### src/rtl/victim_cache_control_if.sv
// ---------------------------------------------------------------------------
// victim_cache_control_if
//
// Bundles the handshakes between the victim-cache controller, the L1, the
// victim-cache datapath and physical memory.
//
//   L1 side      : l1_req, l1_dirty_in (to ctrl); l1_resp (from ctrl)
//   Datapath side: tag_match, valid, valid_reg_out, dirty_reg_out (to ctrl);
//                  ld_cache, l1_dirty, miss_get (from ctrl)
//   Pmem side    : pmem_resp (to ctrl); pmem_read, pmem_write (from ctrl)
//
// Modports:
//   master - the controller (drives strobes and requests)
//   slave  - the environment (L1, datapath, pmem)
// ---------------------------------------------------------------------------
interface victim_cache_control_if;
  logic l1_req;
  logic l1_dirty_in;
  logic l1_resp;
  logic tag_match;
  logic valid;
  logic valid_reg_out;
  logic dirty_reg_out;
  logic ld_cache;
  logic l1_dirty;
  logic miss_get;
  logic pmem_read;
  logic pmem_write;
  logic pmem_resp;

  modport master (
    input  l1_req, l1_dirty_in, tag_match, valid, valid_reg_out,
           dirty_reg_out, pmem_resp,
    output l1_resp, ld_cache, l1_dirty, miss_get, pmem_read, pmem_write
  );

  modport slave (
    output l1_req, l1_dirty_in, tag_match, valid, valid_reg_out,
           dirty_reg_out, pmem_resp,
    input  l1_resp, ld_cache, l1_dirty, miss_get, pmem_read, pmem_write
  );
endinterface

### src/rtl/victim_cache_control.sv
// ---------------------------------------------------------------------------
// victim_cache_control
//
// Sequencing FSM for a 4-entry fully-associative victim cache sitting between
// the L1 and physical memory. On an L1 miss request it looks up the victim
// cache; a hit swaps the entry with the L1 eviction, a miss installs the
// eviction over the LRU entry, writes back the displaced victim if it was
// valid and dirty, then fetches the requested line from pmem.
//
// Ports:
//   clk       - system clock, rising edge
//   reset_n   - asynchronous active-low reset
//   io        - victim_cache_control_if.master (L1 / datapath / pmem)
//   pmem_err  - sticky pmem timeout flag, cleared only by reset
//
// Parameters:
//   FETCH_TIMEOUT - cycles to wait for pmem_resp in WRITEBACK or FETCH
//                   before giving up; 0 disables the timeout.
//
// Optional build macro VC_PERF_COUNTERS_EN adds saturating 16-bit outputs
// hit_count, miss_count and wb_count.
// ---------------------------------------------------------------------------
module victim_cache_control #(
  parameter int unsigned FETCH_TIMEOUT = 0
) (
  input  logic                   clk,
  input  logic                   reset_n,
  victim_cache_control_if.master io,
  output logic                   pmem_err
`ifdef VC_PERF_COUNTERS_EN
  ,
  output logic [15:0]            hit_count,
  output logic [15:0]            miss_count,
  output logic [15:0]            wb_count
`endif
);

  typedef enum logic [2:0] {
    IDLE, LOOKUP, SWAP, WRITEBACK, FETCH, RESPOND
  } state_t;

  localparam int unsigned TW = (FETCH_TIMEOUT < 2) ? 1 : $clog2(FETCH_TIMEOUT + 1);
  localparam bit          TIMEOUT_EN = (FETCH_TIMEOUT != 0);
  localparam logic [TW-1:0] T_FULL = TW'(FETCH_TIMEOUT);
  localparam logic [TW-1:0] T_LAST = TW'((FETCH_TIMEOUT == 0) ? 0 : FETCH_TIMEOUT - 1);

  state_t        state, cur, next;
  logic          hit_q;          // tag_match captured during LOOKUP
  logic          victim_pending; // first cycle after a miss SWAP
  logic          from_pmem;      // RESPOND data came through FETCH
  logic [TW-1:0] timer;
  logic          err_q;
  logic          wait_st, timed_out, expire;

  assign pmem_err = err_q;

  // The datapath registers the displaced entry's valid/dirty on the ld_cache
  // edge, so the writeback decision can only be made in the cycle after SWAP.
  // The FSM parks in FETCH and is redirected to WRITEBACK for that one cycle
  // when the victim needs writing back, so no pmem cycle is lost.
  // NOTE: every signal written here gets a default first, so no path through
  // the block leaves a value unassigned and no latch is inferred.
  always_comb begin
    cur = state;
    if (victim_pending && io.valid_reg_out && io.dirty_reg_out) cur = WRITEBACK;

    wait_st   = (cur == WRITEBACK) || (cur == FETCH);
    timed_out = TIMEOUT_EN && wait_st && (timer == T_FULL);
    expire    = TIMEOUT_EN && wait_st && !timed_out && !io.pmem_resp &&
                (timer == T_LAST);

    next          = cur;
    io.l1_resp    = 1'b0;
    io.ld_cache   = 1'b0;
    io.l1_dirty   = 1'b0;
    io.miss_get   = 1'b0;
    io.pmem_read  = 1'b0;
    io.pmem_write = 1'b0;

    case (cur)
      IDLE:   if (io.l1_req) next = LOOKUP;
      LOOKUP: next = SWAP;
      SWAP: begin
        io.ld_cache = 1'b1;
        io.l1_dirty = io.l1_dirty_in;
        next        = hit_q ? RESPOND : FETCH;
      end
      WRITEBACK: begin
        // On expiry the request is dropped and the L1 is answered anyway.
        if (timed_out) next = RESPOND;
        else begin
          io.pmem_write = 1'b1;
          if (io.pmem_resp) next = FETCH;
        end
      end
      FETCH: begin
        io.miss_get = 1'b1;
        if (timed_out) next = RESPOND;
        else begin
          io.pmem_read = 1'b1;
          if (io.pmem_resp) next = RESPOND;
        end
      end
      RESPOND: begin
        io.l1_resp  = 1'b1;
        io.miss_get = from_pmem;
        next        = IDLE;
      end
      default: next = IDLE;
    endcase
  end

  // NOTE: sequential state uses non-blocking assignments so every register
  // samples the pre-edge values regardless of statement order.
  always_ff @(posedge clk or negedge reset_n) begin
    if (!reset_n) begin
      state          <= IDLE;
      hit_q          <= 1'b0;
      victim_pending <= 1'b0;
      from_pmem      <= 1'b0;
      timer          <= '0;
      err_q          <= 1'b0;
    end else begin
      state          <= next;
      victim_pending <= (cur == SWAP) && !hit_q;
      if (cur == LOOKUP) hit_q <= io.tag_match;
      if (next == RESPOND && cur != RESPOND) from_pmem <= (cur == FETCH);
      // Counter restarts whenever a wait state is entered or left.
      if (TIMEOUT_EN && wait_st && next == cur) timer <= timer + TW'(1);
      else                                      timer <= '0;
      if (expire) err_q <= 1'b1;
    end
  end

`ifdef VC_PERF_COUNTERS_EN
  function automatic logic [15:0] sat_inc(input logic [15:0] v);
    return (v == 16'hFFFF) ? v : v + 16'd1;
  endfunction

  always_ff @(posedge clk or negedge reset_n) begin
    if (!reset_n) begin
      hit_count  <= '0;
      miss_count <= '0;
      wb_count   <= '0;
    end else begin
      if (cur == SWAP) begin
        if (hit_q) hit_count  <= sat_inc(hit_count);
        else       miss_count <= sat_inc(miss_count);
      end
      if (cur == WRITEBACK && next != WRITEBACK) wb_count <= sat_inc(wb_count);
    end
  end
`endif

endmodule

### src/flat_wrapper.sv
// flat-port wrapper written by rule: the top's interface ports become plain ports
module victim_cache_control_flat 
#(
  parameter int unsigned FETCH_TIMEOUT = 0
)
  (clk, reset_n, pmem_err, io_l1_req, io_l1_dirty_in, io_tag_match, io_valid, io_valid_reg_out, io_dirty_reg_out, io_pmem_resp, io_l1_resp, io_ld_cache, io_l1_dirty, io_miss_get, io_pmem_read, io_pmem_write);
  victim_cache_control_if io_i ();
  input  logic clk;
  input  logic reset_n;
  output logic pmem_err;
  input wire logic [$bits(io_i.l1_req)-1:0] io_l1_req;
  input wire logic [$bits(io_i.l1_dirty_in)-1:0] io_l1_dirty_in;
  input wire logic [$bits(io_i.tag_match)-1:0] io_tag_match;
  input wire logic [$bits(io_i.valid)-1:0] io_valid;
  input wire logic [$bits(io_i.valid_reg_out)-1:0] io_valid_reg_out;
  input wire logic [$bits(io_i.dirty_reg_out)-1:0] io_dirty_reg_out;
  input wire logic [$bits(io_i.pmem_resp)-1:0] io_pmem_resp;
  output wire logic [$bits(io_i.l1_resp)-1:0] io_l1_resp;
  output wire logic [$bits(io_i.ld_cache)-1:0] io_ld_cache;
  output wire logic [$bits(io_i.l1_dirty)-1:0] io_l1_dirty;
  output wire logic [$bits(io_i.miss_get)-1:0] io_miss_get;
  output wire logic [$bits(io_i.pmem_read)-1:0] io_pmem_read;
  output wire logic [$bits(io_i.pmem_write)-1:0] io_pmem_write;
  assign io_i.l1_req = io_l1_req;
  assign io_i.l1_dirty_in = io_l1_dirty_in;
  assign io_i.tag_match = io_tag_match;
  assign io_i.valid = io_valid;
  assign io_i.valid_reg_out = io_valid_reg_out;
  assign io_i.dirty_reg_out = io_dirty_reg_out;
  assign io_i.pmem_resp = io_pmem_resp;
  assign io_l1_resp = io_i.l1_resp;
  assign io_ld_cache = io_i.ld_cache;
  assign io_l1_dirty = io_i.l1_dirty;
  assign io_miss_get = io_i.miss_get;
  assign io_pmem_read = io_i.pmem_read;
  assign io_pmem_write = io_i.pmem_write;
  victim_cache_control #(.FETCH_TIMEOUT(FETCH_TIMEOUT)) u_core (.clk(clk), .reset_n(reset_n), .io(io_i), .pmem_err(pmem_err));
endmodule
### config.mk
export PLATFORM = sky130hd
export DESIGN_NAME = victim_cache_control_flat
export DESIGN_NICKNAME = d
export VERILOG_FILES = /design/src/rtl/victim_cache_control_if.sv /design/src/rtl/victim_cache_control.sv /design/src/flat_wrapper.sv
export SDC_FILE = /design/constraint.sdc
export NUM_CORES = 1
export LEC_CHECK = 0
export ABC_AREA = 1
export CORE_AREA = 5 5 42 44
export DETAILED_ROUTE_END_ITERATION = 10
export DIE_AREA = 0 0 47 49
export GPL_TIMING_DRIVEN = 0
export PLACE_DENSITY_LB_ADDON = 0.1
export SYNTH_ARGS = -nofsm -noshare
export SYNTH_HDL_FRONTEND = slang
export SYNTH_SLANG_ARGS = --single-unit
### constraint.sdc
create_clock -name clk -period 1.3 [get_ports clk]
set_clock_uncertainty 0.15 [all_clocks]
set_input_delay 0.13 -clock clk [delete_from_list [all_inputs] [get_ports clk]]
set_output_delay 0.13 -clock clk [all_outputs]
set_load 0.01 [all_outputs]
==> flow_summary.ini <==
[outcome]
status = finished, violations left
failed_checks = negative setup slack

[power]
p_per_area_mw_per_mm2 = 1936
power.switching_mw = 0.5577
p_leak_nw = 0.3566
comb_power_share_pct = 62.6
ir_drop_mv = 0.7609
total_power_mw = 1.317
p_seq_share_pct = 24.4
p_sw_share_pct = 42.33
clockPowerShare_pct = 12.9
internal_power_mw = 0.7598

[timing]
min_period_over_period_pct = 117.7
hold_violations = 0
drv_slew = 0
rsz0062_at_grt = yes
fmax_mhz = 653.5
setup-violations-final = 8
setup_slack_ps = -230.1
fin_crit_ps = 1530

[logic_synthesis]
yosysTopAreaCellShare_pct = 40.13
ys_seq_area_share_pct = 40.13
syn_nets = 58
netlist_area_um2 = 374.1
synth-seq-cells = 6
yosysTopAreaCell = dfrtp_1
synthCells = 49
ys_types = 17
syn_avg_cell_area_um2 = 7.635
yosysWarningCount = 0
ys_top_cells_by_area = dfrtp_1 40%, nand2_1 11%, nand3_2 8.0%, nor2_2 6.7%, inv_1 6.0%

[detailed_routing]
drt-pass1-iter-count = 2
drt_iter0_drc = 4
avgRoutedWirePerCell_um = 11.35
drc = 0
ant_nets = 0
viasPerCell = 4.312
vias = 401
finalWirelength_mm = 1.056

[setup_path]
cp.required_ps = 1020
worstSetupPathType = reg -> out
crit_fanout = 4
critPathArrivalTime_ps = 1250
startpoint_type = flop
worstSetupEndpointType = primary output

[floorplanning]
io_pins = 16
initial_utilization_pct = 26.70
row_count = 14
die_area_mm2 = 0.002303
die_x_um = 47
fp.coreArea_mm2 = 0.001401
fp.dieH_um = 49

[placement]
port_buffers = 13
post-dp-hpwl_um = 675.7
gp_congestion = 0.7426
dp_cells = 78

[finish]
area_delta_synth_final_pct = 81.94
antenna_cells = 0
fin_util_pct = 48.57
drive_gt1_share_pct = 51.95
fin_cells = 93
nets = 88

[global_route]
grt_overflow_total = 0
grtUsageTotal_pct = 9.618
grt_max_degree = 7
antenna_found_initial = 0
grt_pass1_wl_mm = 1.587
grt_pass1_vias = 400

[clock_network]
cts_htree_levels = 1
cts.sinks = 6
root_buffer = clkbuf_4
clk_path_buf_depth = 2
numCtsBuffers = 3
cts.reportedPaths.clkPinSlew_ps = 40
clk_latency_ps = 240
cts_tree = yes

[min_path]
hold_class = reg -> reg

[job]
maxCapViolations = 0
==> critical path: stages (launching register included) <==
cell and delay [ps]:
dfrtp_1 390, nand3_4 100, nand2_4 70, inv_4 60, nand2_4 50, nor2_4 80, nand2_1 50, o21ai_1 60
buf_2 140
==> state kept, by name, indices dropped and copies added, names as in the netlist <==
register               count
u_core.state               3
u_core.from_pmem           1
u_core.hit_q               1
u_core.victim_pending      1
==> final timing paths <==
check / start / endpoint / slack (ps) / cells after the start
setup / recovery: u_core.victim_pending / io_miss_get / -230 / 8
hold / removal: u_core.hit_q / u_core.victim_pending / 270 / 1
setup reg to reg: u_core.victim_pending / u_core.from_pmem / -190 / 11
hold reg to reg: u_core.hit_q / u_core.victim_pending / 270 / 1
max in group asynchronous: reset_n / u_core.victim_pending / 250 / 2
min in group asynchronous: reset_n / u_core.from_pmem / 530 / 2
==> cell usage after synthesis (all sizes together) <==
master	number
nand3b	1
nand2	12
conb	1
nor2	10
nand3	5
dfrtp	6
buf	1
a21oi	1
o21ai	3
inv	9
==> cells by family after synthesis <==
kind of cell	share of synthesized area, %
AOI/OAI and AO/OA	6.351
buffers and inverters	11.04
DFF	40.13
other	1.002
and+or+nand+nor	41.47
==> repair_timing <==
item,CTS,global route
pin swaps,8,6
setup endpoints to repair,7,11
buffers inserted,9,2
resized for setup,35,8
hold endpoints to repair,6,0
hold buffers,1,0
==> power groups by stage <==
stage | Clock, mW | Sequential, mW | Combinational (mW)
4_1_cts | 0.178 | 0.314 | 0.714
5_1_grt | 0.191 | 0.328 | 0.904
2_1_floorplan | 0 | 0.310 | 0.366
6_report | 0.170 | 0.322 | 0.825
3_3_place_gp | 0 | 0.320 | 0.552
3_5_place_dp | 0 | 0.320 | 0.551
==> area by class of cell <==
cell class	count	area (um2)
tap	16	20.02
clock buffer	3	22.52
buffer	1	7.507
sequential	6	150.1
fill	143	720.7
inverter	9	36.28
multi-input combinational	33	234.0
timing repair buffer	25	210.2
==> cells in the final DEF, fill, tap and decap left out, types with 2 or more instances in the layout <==
master / Yosys / layout
inv_2: 3 / 3
nand2_4: 0 / 2
nor2_4: 0 / 4
dfrtp_1: 6 / 6
o21ai_1: 1 / 2
clkbuf_4: 0 / 3
inv_1: 6 / 5
dlygate4sd2_1: 0 / 2
buf_2: 0 / 4
nor2_2: 4 / 2
buf_4: 1 / 10
nand3_4: 1 / 2
nand2_1: 11 / 9
nor2_1: 6 / 4
nand3_2: 3 / 2
buf_6: 0 / 4
clkdlybuf4s50_1: 0 / 5
==> stage by stage <==
stage                     setup TNS, ps  setup slack (ps)  hold WS [ps]  instance area, um2
final                             -1172            -230.1         267.3               680.7
after global routing              -1829            -316.7         296.6               680.7
after CTS                         -1148            -265.5         270.2               633.1
after detailed placement          -4058            -695.3         256.8               531.8
after global placement            -4037            -684.6         253.8               531.8
after floorplan                       0             13.44        -315.6               381.6
==> per-layer routing <==
layer / up-vias / track usage (%) / wire, um
li1: 208 / - / -
met1: 179 / 11.36 / 429
met2: 12 / 15.16 / 538
met3: 2 / 2.214 / 71
met4: 0 / 5.530 / 17
met5: - / 0 / 0
No activity file was read; power rests on OpenSTA's default activity.
